File: src/rtl/pipe_hazard_ctrl.sv
// Stall/flush sequencer for the 5-stage pipeline with freeze watchdog.
// Define HAZ_PERF_CNT_EN to add saturating load-use/flush/freeze counters.
module pipe_hazard_ctrl #(
  parameter int FLUSH_CYCLES = 1,
  parameter int TIMEOUT      = 255,
  parameter int CNT_W        = 16
) (
  input  logic             clk,
  input  logic             rst,
  input  logic [4:0]       rs1_ID,
  input  logic [4:0]       rs2_ID,
  input  logic             rs1_used_ID,
  input  logic             rs2_used_ID,
  input  logic [4:0]       rd_EX,
  input  logic             memRead_EX,
  input  logic             branch_taken_EX,
  input  logic             imem_ready,
  input  logic             dmem_req,
  input  logic             dmem_ready,
  output logic             pc_stall,
  output logic             if_id_stall,
  output logic             if_id_flush,
  output logic             id_ex_flush,
  output logic             ex_mem_stall,
`ifdef HAZ_PERF_CNT_EN
  output logic [CNT_W-1:0] cnt_lu_stall,
  output logic [CNT_W-1:0] cnt_flush,
  output logic [CNT_W-1:0] cnt_freeze,
`endif
  output logic             err_timeout
);

  typedef enum logic [1:0] {RUN, FREEZE, FLUSH} state_t;

  localparam logic [2:0]  FC_RELOAD = 3'(FLUSH_CYCLES - 1);
  localparam logic [15:0] TO_LIMIT  = 16'(TIMEOUT);

  state_t      state_q, state_d;
  logic [2:0]  cnt_q, cnt_d;
  logic [15:0] wd_q, wd_d, wd_inc;
  logic        err_q, err_d;
  logic        lu, fz;
  logic        lu_bubble, redirect_flush;

  assign lu = memRead_EX && (rd_EX != 5'd0) &&
              ((rs1_used_ID && (rs1_ID == rd_EX)) || (rs2_used_ID && (rs2_ID == rd_EX)));
  assign fz = dmem_req && !dmem_ready;
  assign wd_inc = wd_q + 16'd1;
  assign err_timeout = err_q;

  always_ff @(posedge clk or posedge rst) begin
    if (rst) begin
      state_q <= RUN;
      cnt_q   <= 3'd0;
      wd_q    <= 16'd0;
      err_q   <= 1'b0;
    end else begin
      state_q <= state_d;
      cnt_q   <= cnt_d;
      wd_q    <= wd_d;
      err_q   <= err_d;
    end
  end

  // Freeze pauses any state (FLUSH keeps its counter); otherwise RUN and FREEZE act alike.
  always_comb begin
    state_d = state_q;
    cnt_d   = cnt_q;
    wd_d    = fz ? ((wd_q == TO_LIMIT) ? wd_q : wd_inc) : 16'd0;
    err_d   = err_q || (fz && (wd_inc >= TO_LIMIT));
    if (fz) begin
      if (state_q != FLUSH) state_d = FREEZE;
    end else begin
      case (state_q)
        FLUSH: begin
          if (branch_taken_EX) begin
            cnt_d = FC_RELOAD;
          end else if (cnt_q <= 3'd1) begin
            cnt_d   = 3'd0;
            state_d = RUN;
          end else begin
            cnt_d = cnt_q - 3'd1;
          end
        end
        default: begin
          state_d = RUN;
          if (branch_taken_EX && (FLUSH_CYCLES > 1)) begin
            state_d = FLUSH;
            cnt_d   = FC_RELOAD;
          end
        end
      endcase
    end
  end

  always_comb begin
    pc_stall       = 1'b0;
    if_id_stall    = 1'b0;
    if_id_flush    = 1'b0;
    id_ex_flush    = 1'b0;
    ex_mem_stall   = 1'b0;
    lu_bubble      = 1'b0;
    redirect_flush = 1'b0;
    if (!rst) begin
      if (fz) begin
        pc_stall     = 1'b1;
        if_id_stall  = 1'b1;
        ex_mem_stall = 1'b1;
      end else if (state_q == FLUSH) begin
        if_id_flush    = 1'b1;
        id_ex_flush    = branch_taken_EX;
        redirect_flush = 1'b1;
      end else if (branch_taken_EX) begin
        if_id_flush    = 1'b1;
        id_ex_flush    = 1'b1;
        redirect_flush = 1'b1;
      end else if (lu) begin
        pc_stall    = 1'b1;
        if_id_stall = 1'b1;
        id_ex_flush = 1'b1;
        lu_bubble   = 1'b1;
      end else if (!imem_ready) begin
        pc_stall    = 1'b1;
        if_id_flush = 1'b1;
      end
    end
  end

`ifdef HAZ_PERF_CNT_EN
  function automatic logic [CNT_W-1:0] sat_inc(input logic [CNT_W-1:0] v, input logic en);
    return (en && !(&v)) ? v + 1'b1 : v;
  endfunction

  logic [CNT_W-1:0] lu_cnt_q, fl_cnt_q, fz_cnt_q;

  always_ff @(posedge clk or posedge rst) begin
    if (rst) begin
      lu_cnt_q <= '0;
      fl_cnt_q <= '0;
      fz_cnt_q <= '0;
    end else begin
      lu_cnt_q <= sat_inc(lu_cnt_q, lu_bubble);
      fl_cnt_q <= sat_inc(fl_cnt_q, redirect_flush);
      fz_cnt_q <= sat_inc(fz_cnt_q, ex_mem_stall);
    end
  end

  assign cnt_lu_stall = lu_cnt_q;
  assign cnt_flush    = fl_cnt_q;
  assign cnt_freeze   = fz_cnt_q;
`endif

endmodule

File: config.mk
export PLATFORM = sky130hd
export DESIGN_NAME = pipe_hazard_ctrl
export DESIGN_NICKNAME = d
export VERILOG_FILES = /design/src/rtl/pipe_hazard_ctrl.sv
export SDC_FILE = /design/constraint.sdc
export NUM_CORES = 1
export LEC_CHECK = 0
export ABC_AREA = 1
export CAP_MARGIN = 0
export CORE_MARGIN = 5
export CORE_UTILIZATION = 40
export CTS_CLUSTER_SIZE = 8
export DETAILED_ROUTE_END_ITERATION = 6
export PLACE_DENSITY = 0.75
export SKIP_LAST_GASP = 1
export SYNTH_ARGS = -nofsm -noshare
export SYNTH_HDL_FRONTEND = slang
export SYNTH_SLANG_ARGS = --single-unit
File: constraint.sdc
create_clock -name clk -period 1.7 [get_ports clk]
set_input_delay 0.34 -clock clk [delete_from_list [all_inputs] [get_ports clk]]
set_output_delay 0.34 -clock clk [all_outputs]
set_load 0.01 [all_outputs]
==> After elaboration in Yosys (flattened, before gate mapping) <==
Index checks and enable logic that the tools add are counted.
Widths: inputs -> output; s select.
{ "classes": {"addsub": 2, "n_lt_le_gt_ge": 2, "eq_ne": 9, "muxes": 31, "bitwise_logic": 1, "n_reduce_logical": 12} }
{ "op_table": {"columns": ["op", "count"], "rows": [
  ["$mux 16", 2],
  ["$mux 1", 22],
  ["$add 16x1->16 const B", 1],
  ["$eq 16x8->1 const B", 1],
  ["$ge 16x8->1 const B", 1],
  ["$eq 5x5->1", 2],
  ["$mux 2", 5],
  ["$logic_and 1x1->1", 6],
  ["$mux 3", 2],
  ["$ne 3x3->1 const B", 2],
  ["$reduce_bool 5->1", 1],
  ["$ne 2x2->1 const B", 2],
  ["$le 3x1->1 const B", 1],
  ["$reduce_and 3->1", 1],
  ["$sub 3x1->3 const B", 1],
  ["$eq 2x2->1 const B", 1],
  ["$logic_or 1x1->1", 2],
  ["$ne 2x1->1 const B", 1],
  ["$reduce_and 2->1", 1],
  ["$logic_not 1->1", 1],
  ["$not 1->1", 1]
]} }
{ "totals": {"regBits": 22, "inputBits": 24, "output_inout_bits": 6, "wordCells": 61} }

==> Longest topological paths before layout <==
{ "depth": {"depth_word": 9, "ltp_mapped": 12, "depth_no_buf": 12} }

==> Least setup slack after synthesis <==
No wires, ideal clock.
{ "synth_timing": {"path_kind": "input to output", "from": "input port dmem_ready", "to": "output port if_id_stall", "arrival_time_ns": 1.236, "t_required_ns": 1.360, "slack_ns": 0.124, "cell_stages": 4, "n_path_buf": 2, "path_cell_list": "or2_2 > clkbuf_1 > buf_2 > o21ai_0"} }
{ "synth_between": {"elab_chain_len": 4} }
{ "synth_rtl": {"columns": ["element", "line", "rtl"], "rows": [
  ["from (decl)", "19", "input logic dmem_ready,"],
  ["$logic_not 1->1", "47", "assign fz = dmem_req && !dmem_ready;"],
  ["$logic_and 1x1->1", "47", null],
  ["$mux 1", "105", "if (fz) begin"],
  ["$mux 1", "104", "if (!rst) begin"],
  ["to (decl)", "21", "output logic if_id_stall,"]
]} }
No other way between the ends.

==> Final worst setup path <==
{ "layout_timing": {"from": "input port rs1_ID[3]", "to": "output port if_id_flush"} }
{ "layout_between": {"elab_chain_len": 9} }
{ "layout_rtl": {"columns": ["element", "line", "rtl"], "rows": [
  ["from (decl)", "10", "input logic [4:0] rs1_ID,"],
  ["$eq 5x5->1", "46", "((rs1_used_ID && (rs1_ID == rd_EX)) || (rs2_used_ID && (rs2_ID == rd_EX)));"],
  ["$logic_and 1x1->1", "46", null],
  ["$logic_or 1x1->1", "46", null],
  ["$logic_and 1x1->1", "45", "assign lu = memRead_EX && (rd_EX != 5'd0) &&"],
  ["$mux 1", "117", "end else if (lu) begin"],
  ["$mux 1", "113", "end else if (branch_taken_EX) begin"],
  ["$mux 1", "109", "end else if (state_q == FLUSH) begin"],
  ["$mux 1", "105", null],
  ["$mux 1", "104", null],
  ["to (decl)", "22", "output logic if_id_flush,"]
]} }
No other way between the ends.

==> results.py <==
metrics = {
    "placed_design": {
        "dp_hpwl_mm": 2.54,
        "port_buffers": 29,
        "placed_cells": 274,
        "gp_congestion": 0.879,
    },
    "critical_path": {
        "max_stage_delay_ns": 0.17,
        "worst-path-buf-inv": 4,
        "critical_path.slowest_cell": "clkdlybuf4s15_1",
        "worst-setup-path-type": "primary input to primary output",
        "cp-end-kind": "primary output",
        "cp_cell_sequence": "clkdlybuf4s15_1 > inv_2 > o21ai_2 > nor2_1 > nand3_1 > nand2_2 > nand2_2 > o21ai_1 > inv_1 > buf_2",
        "r2r_slack_ns": 0.11,
        "worst_path_most_repeated_cell": "nand2_2",
        "cp_max_fo": 2,
        "required_ns": 1.36,
        "critical_path.top_delay_family": "buffers and inverters",
        "crit_path_start_kind": "primary input",
        "critical_path_arrival_ns": 1.30,
    },
    "synth": {
        "yosys.area.top_type_share_pct": 32.6,
        "synth_cell_types": 26,
        "syn_area_um2": 1310,
        "synth_nets": 221,
        "yosys.area.top_type": "dfrtp_1",
        "ys_ff_latch": 17,
        "syn_avg_cell_area_um2": 6.69,
        "synth-seq-area-share_pct": 32.6,
        "yosys_warnings": 0,
        "yosys-top-cells-area": "dfrtp_1, nand2_1, nor2_1, inv_1, nand3_1",
        "syn_inst": 195,
    },
    "finish": {
        "mostFrequentLayoutCells": "nand2_1, nor2_1, inv_1",
        "nFillCells": 306,
        "layout_commonest_cell": "nand2_1",
        "fin_nets": 265,
        "final_cells": 282,
        "drive_above_1_share_pct": 29.8,
        "area_growth_syn_to_layout_pct": 37.1,
        "antennaDiodeCount": 0,
    },
    "sta": {
        "slew_violations": 0,
        "finalCriticalPeriod_ns": 1.64,
        "min_period_over_period_pct": 96.6,
        "clock_skew_ns": 0.0107,
        "setup_viol": 0,
        "rsz0062_at_grt": "true",
        "slew-limit-headroom_pct": 81.7,
        "whs_ns": 0.0783,
        "worstMarginPinSlew_ns": 0.274,
        "timing.setup.tns_ns": 0,
        "hold_viol": 0,
        "fmax_mhz": 609,
    },
    "floorplanning": {
        "die_area_um2": 4510,
        "start_util_pct": 42.1,
        "core.rowCount": 20,
        "ioPinCount": 30,
        "coreArea_um2": 3100,
        "fp.dieH_um": 67.1,
        "die_w_um": 67.1,
    },
    "run_status": {
        "status": "complete, no violations",
    },
    "clocking": {
        "clk_transition_reported_paths_ns": 0.11,
        "numCtsBuffers": 3,
        "cts_tree": "yes",
        "clock_sinks": 17,
        "clockBufferDepth": 2,
        "cts_max_level": 1,
        "ctsRootBufferMaster": "clkbuf_4",
        "worstSkewPairLatency_ns": 0.30,
    },
    "power_and_ir_drop": {
        "vdd_ir_drop_max_mv": 0.285,
        "power.leakage_uw": 0.000882,
        "cellPowerDensity_nw_per_um2": 437,
        "power_uw": 782,
    },
    "routing": {
        "drtIter0Drc": 83,
        "drt.antenna.violating_nets": 0,
        "drc": 0,
        "dr.pass1.iters": 6,
        "vias": 1381,
        "wl_mm": 3.32,
        "detail_route.wl_per_cell_um": 11.8,
        "viasPerCell": 4.90,
    },
    "global_routing": {
        "grt_pass1_wl_mm": 5.42,
        "grt_overflow": 0,
        "antenna_found_initial": 0,
        "grt_pass1_vias": 1246,
        "gr-usage-all-layers_pct": 15.7,
        "grt_max_degree": 15,
    },
    "job": {
        "cap_violations": 0,
    },
    "hold_path": {
        "hold_path.class": "primary input to async pin",
    },
}
-- synth_stat cells, drive strengths merged --
cell type,number
o22ai,2
xnor2,2
o21ai,13
o31ai,1
nor3b,1
ha,2
nand3,16
xor2,5
or2,1
nand4,8
inv,27
dfrtp,17
buf,1
nand2,58
nor2,32
nor3,2
a21oi,6
clkbuf,1
-- repair_timing --
item | 4_1_cts | 5_1_grt
setup buffers | 0 | 4
gates cloned | 0 | 0
resized for setup | 69 | 36
hold buffers | 0 | 0
pin swaps | 19 | 24
setup endpoints to repair | 5 | 9
-- tightest hold or removal path, stage by stage --
cell            delay, ns
dlymetal6s2s_1       0.15
inv_2                0.09
buf_4                0.14
-- where the power goes --
group | leakage, µW | switching, µW | internal (µW)
logic | 0.000633 | 77.4 | 74.2
clock network | 0.0000177 | 134 | 87.5
registers | 0.000231 | 2.83 | 406
-- final cells by class --
class,instances,area (µm²),share of cell area [%]
clock inverter,1,5.00,0.280
multi-input combinational,149,858,48.0
sequential,17,425,23.8
timing repair buffer,41,319,17.8
inverter,27,104,5.80
tap,44,55.1,3.08
clock buffer,3,22.5,1.26
-- logic make-up (layout without fill, tap and decap cells) --
family,count (synthesis),in the layout,synth area share (%)
AOI/OAI and AO/OA,22,22,9.40
and+or+nand+nor,118,118,43.0
DFF,17,17,32.6
adders and majority gates,2,2,1.92
xor gates and xnor gates,7,7,4.70
buffers and inverters,29,72,8.44
-- layer usage --
metal / track usage, % / vias to the layer above / wire length [µm]
met5: 0 / - / 0
met4: 4.56 / 0 / 44
met3: 3.71 / 7 / 187
met2: 24.3 / 35 / 1540
met1: 21.7 / 623 / 1540
li1: - / 716 / -
-- registers in the layout, summed over array words and instances, names as in the netlist --
register and flops:
wd_q 16, err_timeout 1
-- worst paths after layout --
path / startpoint / end / cells after the start
worst max register to register: wd_q[0] / err_timeout / 13
max in group asynchronous: rst / wd_q[10] / 3
worst max-delay path: rs1_ID[3] / if_id_flush / 10
worst min-delay path: rst / wd_q[1] / 3
worst min register to register: err_timeout / err_timeout / 2
min in group clk: err_timeout / err_timeout / 2
-- through the flow --
step	setup slack [ns]	utilization [%]	cell area [µm²]
after CTS	0.000182	54.8	1700
after floorplan	0.124	-	1310
after global routing	-0.0328	57.7	1790
after global placement	-0.725	54.8	1700
after detailed placement	-0.719	54.8	1700
final	0.0578	57.7	1790
No activity file was read; power rests on OpenSTA's default activity.
